`config.mk`:
```
export PLATFORM = sky130hd
export DESIGN_NAME = fetch_queue_unit
export DESIGN_NICKNAME = d
export VERILOG_FILES = /design/src/rtl/fetch_queue_unit_pkg.sv /design/src/rtl/fetch_queue_unit_fifo.sv /design/src/rtl/fetch_queue_unit.sv
export SDC_FILE = /design/constraint.sdc
export NUM_CORES = 1
export LEC_CHECK = 0
export CAP_MARGIN = 40
export CELL_PAD_IN_SITES_DETAIL_PLACEMENT = 1
export CELL_PAD_IN_SITES_GLOBAL_PLACEMENT = 2
export CORE_MARGIN = 8
export CORE_UTILIZATION = 23
export DETAILED_ROUTE_END_ITERATION = 12
export PLACE_DENSITY = 0.5
export SYNTH_ARGS = -nofsm -noshare
export SYNTH_HDL_FRONTEND = slang
export SYNTH_HIERARCHICAL = 1
export SYNTH_SLANG_ARGS = --single-unit
```
`constraint.sdc`:
```
create_clock -name in_clk -period 4.2 [get_ports in_clk]
set_clock_uncertainty 0.1 [all_clocks]
set_input_delay 0.84 -clock in_clk [delete_from_list [all_inputs] [get_ports in_clk]]
set_output_delay 0.84 -clock in_clk [all_outputs]
set_load 0.005 [all_outputs]
```
`src/rtl/fetch_queue_unit_pkg.sv`:
```
// -----------------------------------------------------------------------------
// fetch_queue_unit_pkg
//   Shared definitions for the fetch front end: datapath widths, the HLT
//   instruction pattern, the fetch FSM state type and the fetch queue entry
//   layout ({pc, insn}, 96 bits).
// -----------------------------------------------------------------------------
package fetch_queue_unit_pkg;

    localparam int PC_SIZE       = 64;
    localparam int INSNBITS_SIZE = 32;

    // HLT: bits[31:21] = 11010100010, bits[4:0] = 0, everything else free.
    localparam logic [INSNBITS_SIZE-1:0] HLT_MASK  = 32'hFFE0_001F;
    localparam logic [INSNBITS_SIZE-1:0] HLT_MATCH = 32'hD440_0000;

    typedef enum logic {
        FETCH_RUN    = 1'b0,
        FETCH_HALTED = 1'b1
    } fetch_state_t;

    typedef struct packed {
        logic [PC_SIZE-1:0]       pc;
        logic [INSNBITS_SIZE-1:0] insn;
    } fq_entry_t;

    function automatic logic is_hlt(input logic [INSNBITS_SIZE-1:0] word);
        return (word & HLT_MASK) == HLT_MATCH;
    endfunction

endpackage

```
`src/rtl/fetch_queue_unit_fifo.sv`:
```
// -----------------------------------------------------------------------------
// fetch_fifo
//   Synchronous FIFO with combinational head read (zero-cycle read latency,
//   no write-to-read bypass). A pop in the same cycle as a push frees a slot
//   first, so push+pop is accepted even when full. Flush empties the FIFO and
//   overrides push/pop.
// Ports:
//   in_clk, in_rst_n          clock, async active-low reset
//   in_push, in_wdata         write request and data
//   in_pop                    remove head (ignored when empty)
//   in_flush                  discard all entries
//   out_head                  head entry, 0 when empty
//   out_count                 number of valid entries
//   out_empty, out_full       status flags
// -----------------------------------------------------------------------------
module fetch_fifo #(
    parameter int DEPTH = 4,
    parameter int WIDTH = 96
) (
    input  logic                       in_clk,
    input  logic                       in_rst_n,
    input  logic                       in_push,
    input  logic                       in_pop,
    input  logic                       in_flush,
    input  logic [WIDTH-1:0]           in_wdata,
    output logic [WIDTH-1:0]           out_head,
    output logic [$clog2(DEPTH+1)-1:0] out_count,
    output logic                       out_empty,
    output logic                       out_full
);

    localparam int AW = $clog2(DEPTH);
    localparam int CW = $clog2(DEPTH + 1);

    logic [WIDTH-1:0] mem_q [DEPTH];
    logic [AW-1:0]    rd_ptr_q, wr_ptr_q;
    logic [CW-1:0]    count_q;
    logic             do_push, do_pop;

    assign out_empty = (count_q == '0);
    assign out_full  = (count_q == CW'(DEPTH));
    assign out_count = count_q;
    assign out_head  = out_empty ? '0 : mem_q[rd_ptr_q];

    assign do_pop  = in_pop & ~out_empty;
    assign do_push = in_push & (~out_full | do_pop);

    // NOTE: state registers use non-blocking (<=) so every flop samples the
    // pre-edge values of its inputs, independent of block ordering.
    always_ff @(posedge in_clk or negedge in_rst_n) begin
        if (!in_rst_n) begin
            rd_ptr_q <= '0;
            wr_ptr_q <= '0;
            count_q  <= '0;
        end else if (in_flush) begin
            rd_ptr_q <= '0;
            wr_ptr_q <= '0;
            count_q  <= '0;
        end else begin
            // DEPTH is a power of two, so pointers wrap naturally.
            if (do_push) wr_ptr_q <= wr_ptr_q + AW'(1);
            if (do_pop)  rd_ptr_q <= rd_ptr_q + AW'(1);
            count_q <= count_q + CW'(do_push) - CW'(do_pop);
        end
    end

    // NOTE: storage has no reset; count_q gates every read, so stale contents
    // are never observed and the array maps onto plain RAM/flops without reset.
    always_ff @(posedge in_clk) begin
        if (do_push && !in_flush) mem_q[wr_ptr_q] <= in_wdata;
    end

endmodule

```
`src/rtl/fetch_queue_unit.sv`:
```
// -----------------------------------------------------------------------------
// fetch_queue_unit
//   Fetch stage: drives PC to instruction memory, buffers returned words with
//   their PC in a small queue and presents the head to dispatch. Redirects
//   flush the queue and drop responses still in flight; fetching stops once
//   an HLT word has been enqueued.
// Ports:
//   in_clk, in_rst_n                   clock, async active-low reset
//   in_stall                           dispatch stall, no delivery this cycle
//   in_redirect_valid, in_redirect_pc  branch redirect
//   out_imem_req, out_imem_addr        imem request / word address (PC)
//   in_imem_gnt                        request accepted
//   in_imem_rvalid, in_imem_rdata      in-order response
//   out_fetch_insnbits, out_fetch_pc   head of queue (0 when empty)
//   out_fetch_done                     delivery strobe (pops the head)
//   out_halted                         HLT enqueued, fetch stopped
// -----------------------------------------------------------------------------
module fetch_queue_unit
    import fetch_queue_unit_pkg::*;
#(
    parameter int                 FQ_DEPTH        = 4,
    parameter int                 MAX_OUTSTANDING = 2,
    parameter logic [PC_SIZE-1:0] RESET_PC        = 64'h0
) (
    input  logic                     in_clk,
    input  logic                     in_rst_n,
    input  logic                     in_stall,
    input  logic                     in_redirect_valid,
    input  logic [PC_SIZE-1:0]       in_redirect_pc,
    output logic                     out_imem_req,
    output logic [PC_SIZE-1:0]       out_imem_addr,
    input  logic                     in_imem_gnt,
    input  logic                     in_imem_rvalid,
    input  logic [INSNBITS_SIZE-1:0] in_imem_rdata,
    output logic [INSNBITS_SIZE-1:0] out_fetch_insnbits,
    output logic [PC_SIZE-1:0]       out_fetch_pc,
    output logic                     out_fetch_done,
    output logic                     out_halted
);

    localparam int CW = $clog2(FQ_DEPTH + 1);
    localparam int OW = $clog2(MAX_OUTSTANDING + 1);

    fetch_state_t        state_q, state_d;
    logic [PC_SIZE-1:0]  pc_q, pc_d;
    logic [PC_SIZE-1:0]  rsp_pc_q, rsp_pc_d;   // PC of the next response to enqueue
    logic [OW-1:0]       outst_q, outst_d;
    logic [OW-1:0]       drop_q, drop_d;       // stale responses still to discard

    logic                grant, rsp_enq, rsp_drop, can_issue;
    logic [CW-1:0]       fq_count;
    logic                fq_empty, fq_full;
    fq_entry_t           fq_wdata, fq_head;

    assign grant    = out_imem_req & in_imem_gnt;
    assign rsp_drop = (drop_q != '0);
    assign rsp_enq  = in_imem_rvalid & ~in_redirect_valid & ~rsp_drop &
                      (state_q == FETCH_RUN);

    // ---------------- FSM: state register ----------------
    always_ff @(posedge in_clk or negedge in_rst_n) begin
        if (!in_rst_n) state_q <= FETCH_RUN;
        else           state_q <= state_d;
    end

    // ---------------- FSM: next state ----------------
    // NOTE: combinational blocks use blocking (=) and assign a default first,
    // so every path drives every variable and no latch is inferred.
    always_comb begin
        state_d = state_q;
        if (in_redirect_valid)
            state_d = FETCH_RUN;
        else if (state_q == FETCH_RUN && rsp_enq && is_hlt(in_imem_rdata))
            state_d = FETCH_HALTED;
    end

    // ---------------- FSM: outputs ----------------
    always_comb begin
        out_halted = (state_q == FETCH_HALTED);
        // The credit rule reserves a queue slot for every outstanding request;
        // the full flag is an explicit guard on top of it.
        can_issue  = (state_q == FETCH_RUN) && !in_redirect_valid && !fq_full &&
                     (int'(outst_q) < MAX_OUTSTANDING) &&
                     ((int'(fq_count) + int'(outst_q)) < FQ_DEPTH);
        // Reset state would otherwise satisfy the issue rule; keep req low.
        out_imem_req = in_rst_n & can_issue;
    end

    assign out_imem_addr = pc_q;

    // ---------------- PC / outstanding / drop bookkeeping ----------------
    always_comb begin
        pc_d     = pc_q;
        rsp_pc_d = rsp_pc_q;
        outst_d  = outst_q;
        drop_d   = drop_q;

        if (grant) pc_d = pc_q + 64'd4;

        unique case ({grant, in_imem_rvalid})
            2'b10:   outst_d = outst_q + OW'(1);
            2'b01:   outst_d = outst_q - OW'(1);
            default: outst_d = outst_q;
        endcase

        if (in_imem_rvalid && rsp_drop) drop_d = drop_q - OW'(1);
        if (rsp_enq) rsp_pc_d = rsp_pc_q + 64'd4;

        // Redirect wins: no grant is possible this cycle, and a response
        // arriving now is discarded, so everything still in flight is stale.
        if (in_redirect_valid) begin
            pc_d     = in_redirect_pc & ~64'h3;
            rsp_pc_d = in_redirect_pc & ~64'h3;
            drop_d   = outst_q - OW'(in_imem_rvalid);
        end
    end

    always_ff @(posedge in_clk or negedge in_rst_n) begin
        if (!in_rst_n) begin
            pc_q     <= RESET_PC;
            rsp_pc_q <= RESET_PC;
            outst_q  <= '0;
            drop_q   <= '0;
        end else begin
            pc_q     <= pc_d;
            rsp_pc_q <= rsp_pc_d;
            outst_q  <= outst_d;
            drop_q   <= drop_d;
        end
    end

    // ---------------- Fetch queue and delivery ----------------
    assign fq_wdata = '{pc: rsp_pc_q, insn: in_imem_rdata};

    assign out_fetch_done     = ~fq_empty & ~in_stall & ~in_redirect_valid;
    assign out_fetch_insnbits = fq_head.insn;
    assign out_fetch_pc       = fq_head.pc;

    fetch_fifo #(
        .DEPTH (FQ_DEPTH),
        .WIDTH ($bits(fq_entry_t))
    ) u_fifo (
        .in_clk    (in_clk),
        .in_rst_n  (in_rst_n),
        .in_push   (rsp_enq),
        .in_pop    (out_fetch_done),
        .in_flush  (in_redirect_valid),
        .in_wdata  (fq_wdata),
        .out_head  (fq_head),
        .out_count (fq_count),
        .out_empty (fq_empty),
        .out_full  (fq_full)
    );

endmodule

```
==> results of run 1 <==
-- through the flow --
step | hold slack (ns) | power (mW) | instances
finish | 0.269 | 12.7 | 3127
global route | 0.285 | 13.3 | 3127
CTS | 0.262 | 13.0 | 3127
detailed placement | 0.440 | 7.66 | 3019
global placement | 0.420 | 7.62 | 3019
floorplan | 0.376 | 6.66 | 1506
-- power groups by stage --
stage / Sequential [mW] / Clock, mW / Combinational (mW)
2_1_floorplan: 6.07 / 0 / 0.592
3_3_place_gp: 6.18 / 0 / 1.44
3_5_place_dp: 6.20 / 0 / 1.46
4_1_cts: 6.09 / 5.44 / 1.47
5_1_grt: 6.14 / 5.60 / 1.56
6_report: 6.09 / 5.22 / 1.41
-- how the worst max path moves through the flow --
| stage | from | to | cells after the start |
|---|---|---|---|
| 2_1_floorplan | in_redirect_valid | u_fifo/mem_q[0][0] | 7 |
| 3_3_place_gp | in_imem_rvalid | u_fifo/mem_q[0][17] | 5 |
| 3_5_place_dp | in_imem_rvalid | u_fifo/mem_q[3][17] | 5 |
| 4_1_cts | u_fifo/rd_ptr_q[1] | out_fetch_insnbits[1] | 4 |
| 5_1_grt | u_fifo/rd_ptr_q[1] | out_fetch_insnbits[1] | 4 |
| 6_report | u_fifo/rd_ptr_q[1] | out_fetch_insnbits[1] | 4 |
-- final cells by class --
type	instances	area, µm²	share of cell area
sequential	520	14900	0.517
multi-input combinational	893	7170	0.248
timing repair buffer	310	3190	0.110
tap	1276	1600	0.0552
clock buffer	75	1560	0.0538
clock inverter	33	385	0.0133
inverter	20	75.1	0.00260
-- worst max-delay path: stages (launching register included) --
cell             delay [ns]
dfrtp_4                0.66
buf_4                  0.52
mux4_2                 0.39
nor2b_1                0.15
clkdlybuf4s50_1        0.50
-- cell usage after synthesis, types with 6 or more instances --
master / count
xnor2_1: 39
o211ai_1: 25
nand3_1: 62
buf_2: 11
nor3_1: 24
nor2_1: 58
nand4_1: 40
mux4_2: 96
nand2b_1: 6
or3_1: 6
nor4_1: 11
a21oi_1: 11
inv_1: 18
o311ai_0: 31
nor2b_1: 99
mux2_2: 17
dfrtp_1: 136
a31oi_1: 16
clkbuf_1: 47
buf_4: 9
xor2_1: 34
and3_1: 17
ha_1: 11
edfxtp_1: 384
and2_1: 10
o21ai_1: 6
and4_1: 17
nand2_1: 119
o21ai_0: 69
-- per-layer routing --
| metal | wire length, µm | up-vias | share of wire | track usage |
|---|---|---|---|---|
| met5 | 0 | - | 0 | 0 |
| met2 | 35500 | 293 | 0.48 | 0.227 |
| li1 | - | 6405 | - | - |
| met3 | 4270 | 87 | 0.058 | 0.0341 |
| met4 | 1640 | 0 | 0.022 | 0.0327 |
| met1 | 32600 | 7321 | 0.44 | 0.175 |
-- flip-flops by register name, indices dropped and copies added (netlist names) --
| signal | count |
|---|---|
| outst_q | 2 |
| u_fifo/rd_ptr_q | 2 |
| u_fifo/wr_ptr_q | 2 |
| out_halted | 1 |
| u_fifo/out_count | 3 |
| rsp_pc_q | 62 |
| out_imem_addr | 62 |
| drop_q | 2 |
| u_fifo/mem_q | 384 |
-- kinds of logic after synthesis --
| logic type | count (synthesis) |
|---|---|
| adders and majority gates | 12 |
| and+or+nand+nor | 507 |
| AOI/OAI and AO/OA | 176 |
| other | 1 |
| buffers and inverters | 93 |
| muxes | 115 |
| DFF | 520 |
| xor gates and xnor gates | 73 |
==> impl_metrics.ini, run 1 <==
[place]
dpl.hpwl_um = 53900
io_buffers = 260
post-place-ws_ns = 0.549
place_area_um2 = 27000
place_congestion = 0.746

[synthesis]
synth_area_leaders = edfxtp_1, dfrtp_1, mux4_2
synthArstFlopShare = 0.262
synth_xor_area_frac = 0.0284
synth-adder-area-share = 0.00700
ys_types = 70
synth.top_cell.area_share = 0.512
synth_top_family_by_area = simple AND/OR/NAND/NOR gates
synth_top_cell_by_area = edfxtp_1
synthSimpleGateAreaFrac = 0.125
ys_warn_count = 6
ys_ff_latch = 520
synth_compound_area_frac = 0.0506
synth_enable_flop_cells = 384
ys_seq_area_frac = 0.663
ys.flop_type = edfxtp_1
syn-cell-area_um2 = 22500
syn_area_per_cell_um2 = 15.0
muxShareOfSynthArea = 0.106
postSynthCellCount = 1497

[cts]
cts_resized = 0
clockBufferDepth = 3
cts_made_buffers = 59
cts.clk_slew.worst_paths_ns = 0.07
insertion_delay_ns = 0.62
cts_tree = built
cts.sinks = 520
hold_buffers = 0
cts.htree.levels = 2
postCtsSetupBuffers = 0
clockRootBuffer = clkbuf_16

[global_routing]
grt_pass1_vias = 15500
grt_max_degree = 60
grt_first_pass_wirelength_um = 109000
antenna_found_initial = 2
gr-total-overflow = 0
gr-usage-all-layers = 0.135

[sta]
rsz0062_at_grt = no
slew_headroom = 0.462
fin_crit_sh = 0.908
finalHoldViolCount = 0
setup_viol = 0
final_max_slew_viol_count = 0
tightest_slew_ns = 0.800
finalCriticalPeriod_ns = 3.81
fmax_ghz = 0.262
fin_ws_ns = 0.386
final.setup.tns_ns = 0

[detailed_routing]
via_per_inst = 4.51
drtPass1Iterations = 5
first_iter_violations = 689
drc = 0
via_count = 14100
routed_wl_um = 74000
wire_per_inst_um = 23.7
ant_nets = 0

[layout]
stdcell_area_um2 = 28900
syn2layout_area_growth_pct = 28.5
fillers = 10200
final_common_cell = edfxtp_1
diodes = 0
drive_above_1_share = 0.153
fin_nets = 1918
final_core_util = 0.299
final_cell_mix = edfxtp_1, clkdlybuf4s50_1, dfrtp_1

[floorplan]
rows = 114
die_x_um = 329
coreArea_um2 = 96900
die_area_um2 = 108000
die_h_um = 329
ios = 265
initial_core_util = 0.232

[power_and_ir_drop]
p_clk_frac = 0.410
peakVddDrop_mv = 0.301
p_sw_frac = 0.247
pwr-share-seq = 0.479
p_leak_nw = 9.34
p_per_area_nw_per_um2 = 440
p_int_mw = 9.58
power.switching_mw = 3.14
combPwrFrac = 0.111

[worst_setup_path]
worstPathArrival_ns = 2.87
required_ns = 3.26
setup.worst_path.end_class = output port
rrSetupSlack_ns = 1.11
reg2reg_to = out_imem_addr[59]
rr_worst_depth = 7
critPathLaunchType = flop
r2r-start = u_fifo/out_count[1]
crit_type = reg2out
cp_max_fo = 29

[job]
drv_cap = 0

[hold_path]
hold_class = in2async

[run_status]
outcome = complete, no violations
No activity file was read; power rests on OpenSTA's default activity.
==> run 2: changes to the inputs <==
--- a/config.mk
+++ b/config.mk
@@ -8,6 +8,7 @@
 export CAP_MARGIN = 40
 export CELL_PAD_IN_SITES_DETAIL_PLACEMENT = 1
 export CELL_PAD_IN_SITES_GLOBAL_PLACEMENT = 2
+export CORE_ASPECT_RATIO = 1.1
 export CORE_MARGIN = 8
 export CORE_UTILIZATION = 23
 export DETAILED_ROUTE_END_ITERATION = 12
==> impl_metrics.ini, run 2 (same netlist as run 1, synthesis figures left out) <==
[run_status]
outcome = complete, no violations

[layout]
diodes = 0
fin_nets = 1921
final_core_util = 0.297
final_cell_mix = edfxtp_1, clkdlybuf4s50_1, dfrtp_1
finalNonFillerCells = 3139
regArea_um2 = 14900
fillers = 10200
drive_above_1_share = 0.154
regMostFlops = u_fifo/mem_q
final_common_cell = edfxtp_1
syn2layout_area_growth_pct = 28.4
largest_reg_flops = 384
multi_input_area_um2 = 7180

[global_routing]
gr-total-overflow = 0
grt_pass1_vias = 15600
grt_util_met3 = 0.0289
use_met2 = 0.229
grt_first_pass_wirelength_um = 109000
antenna_found_initial = 0
use_met1 = 0.171
grt_max_degree = 137
gr-usage-all-layers = 0.134
grt-busiest-layer = met2

[cts]
cts_tree = built
hold_buffers = 0
insertion_delay_ns = 0.63
cts.sinks = 520
clockRootBuffer = clkbuf_16
postCtsSetupBuffers = 0
cts.htree.levels = 2
cts.clk_slew.worst_paths_ns = 0.06
clockBufferDepth = 3
cts_made_buffers = 60
cts_resized = 0

[worst_setup_path]
cp_max_fo = 49
critPathLaunchType = flop
slowest_stage = dfrtp_4
setup.worst_path.end_class = output port
crit_buf_inv = 2
worstPathCellList = buf_4 > mux4_2 > nor2b_1 > clkdlybuf4s50_1
cp_slowest_stage_delay_ns = 0.95
crit_type = reg2out
required_ns = 3.26
crit_family = flip-flops
worstPathArrival_ns = 3.01

[detailed_routing]
ant_nets = 0
via_count = 14200
routed_wl_um = 73600
first_iter_violations = 706
drc = 0
drtPass1Iterations = 4
via_per_inst = 4.52
wire_per_inst_um = 23.5

[place]
dp_cells = 3026
io_buffers = 260
place_congestion = 0.766
dpl.hpwl_um = 52400

[floorplan]
coreArea_um2 = 97100
initial_core_util = 0.232
die_x_um = 314
ios = 265
die_h_um = 344
rows = 120
die_area_um2 = 108000

[sta]
final_max_slew_viol_count = 0
fin_crit_sh = 0.941
tightest_slew_ns = 0.874
finalCriticalPeriod_ns = 3.95
slew_headroom = 0.418
holdWs_ns = 0.262
setup_viol = 0
final.setup.tns_ns = 0
finalHoldViolCount = 0
fmax_ghz = 0.253
rsz0062_at_grt = no

[power_and_ir_drop]
p_leak_nw = 9.34
p_per_area_nw_per_um2 = 436
peakVddDrop_mv = 0.273
power.total_mw = 12.6

[hold_path]
hold_class = in2async

[job]
drv_cap = 0
## run 2: changes by cell type in the layout (fill, tap and decap cells not counted), moves of 2 or more
cell and delta:
bufinv_16 -4, clkbuf_1 -4, clkinv_8 -2, inv_6 +3
clkbuf_16 +2, buf_4 +3, clkinv_1 +8
## run 2: final timing paths
| path | startpoint | endpoint | slack [ns] | cells after the start |
|---|---|---|---|---|
| max | u_fifo/rd_ptr_q[1] | out_fetch_insnbits[1] | 0.25 | 4 |
| min | in_rst_n | out_imem_addr[16] | 0.26 | 2 |
| max reg2reg | u_fifo/out_count[1] | out_imem_addr[59] | 1.02 | 7 |
| min reg2reg | outst_q[0] | outst_q[0] | 0.45 | 1 |
| max in group asynchronous | in_rst_n | rsp_pc_q[42] | 3.06 | 2 |
| min in group in_clk | outst_q[0] | outst_q[0] | 0.45 | 1 |
## run 2: report_power, final
group          internal, mW  total, mW  switching (mW)
Clock                  2.94       5.10            2.16
Combinational         0.712       1.41           0.697
Sequential             5.77       6.09           0.320
## run 2: metal layers
layer,vias to the layer above,part of all wire
met5,-,0
met4,0,0.021
met3,83,0.053
met2,263,0.49
met1,7432,0.44
li1,6412,-
## run 2: per-stage QoR
| step | worst slack [ns] | cell area (µm²) |
|---|---|---|
| after CTS | 0.0649 | 28900 |
| after global placement | 0.544 | 27000 |
| after detailed placement | 0.520 | 27000 |
| after global routing | 0.0699 | 28900 |
| after floorplan | 0.255 | 22500 |
| final | 0.249 | 28900 |
## run 2: area by class of cell
class | count | area share
multi-input combinational | 893 | 0.249
inverter | 20 | 0.00260
sequential | 520 | 0.517
timing repair buffer | 312 | 0.110
clock inverter | 39 | 0.0103
tap | 1281 | 0.0555
clock buffer | 74 | 0.0556
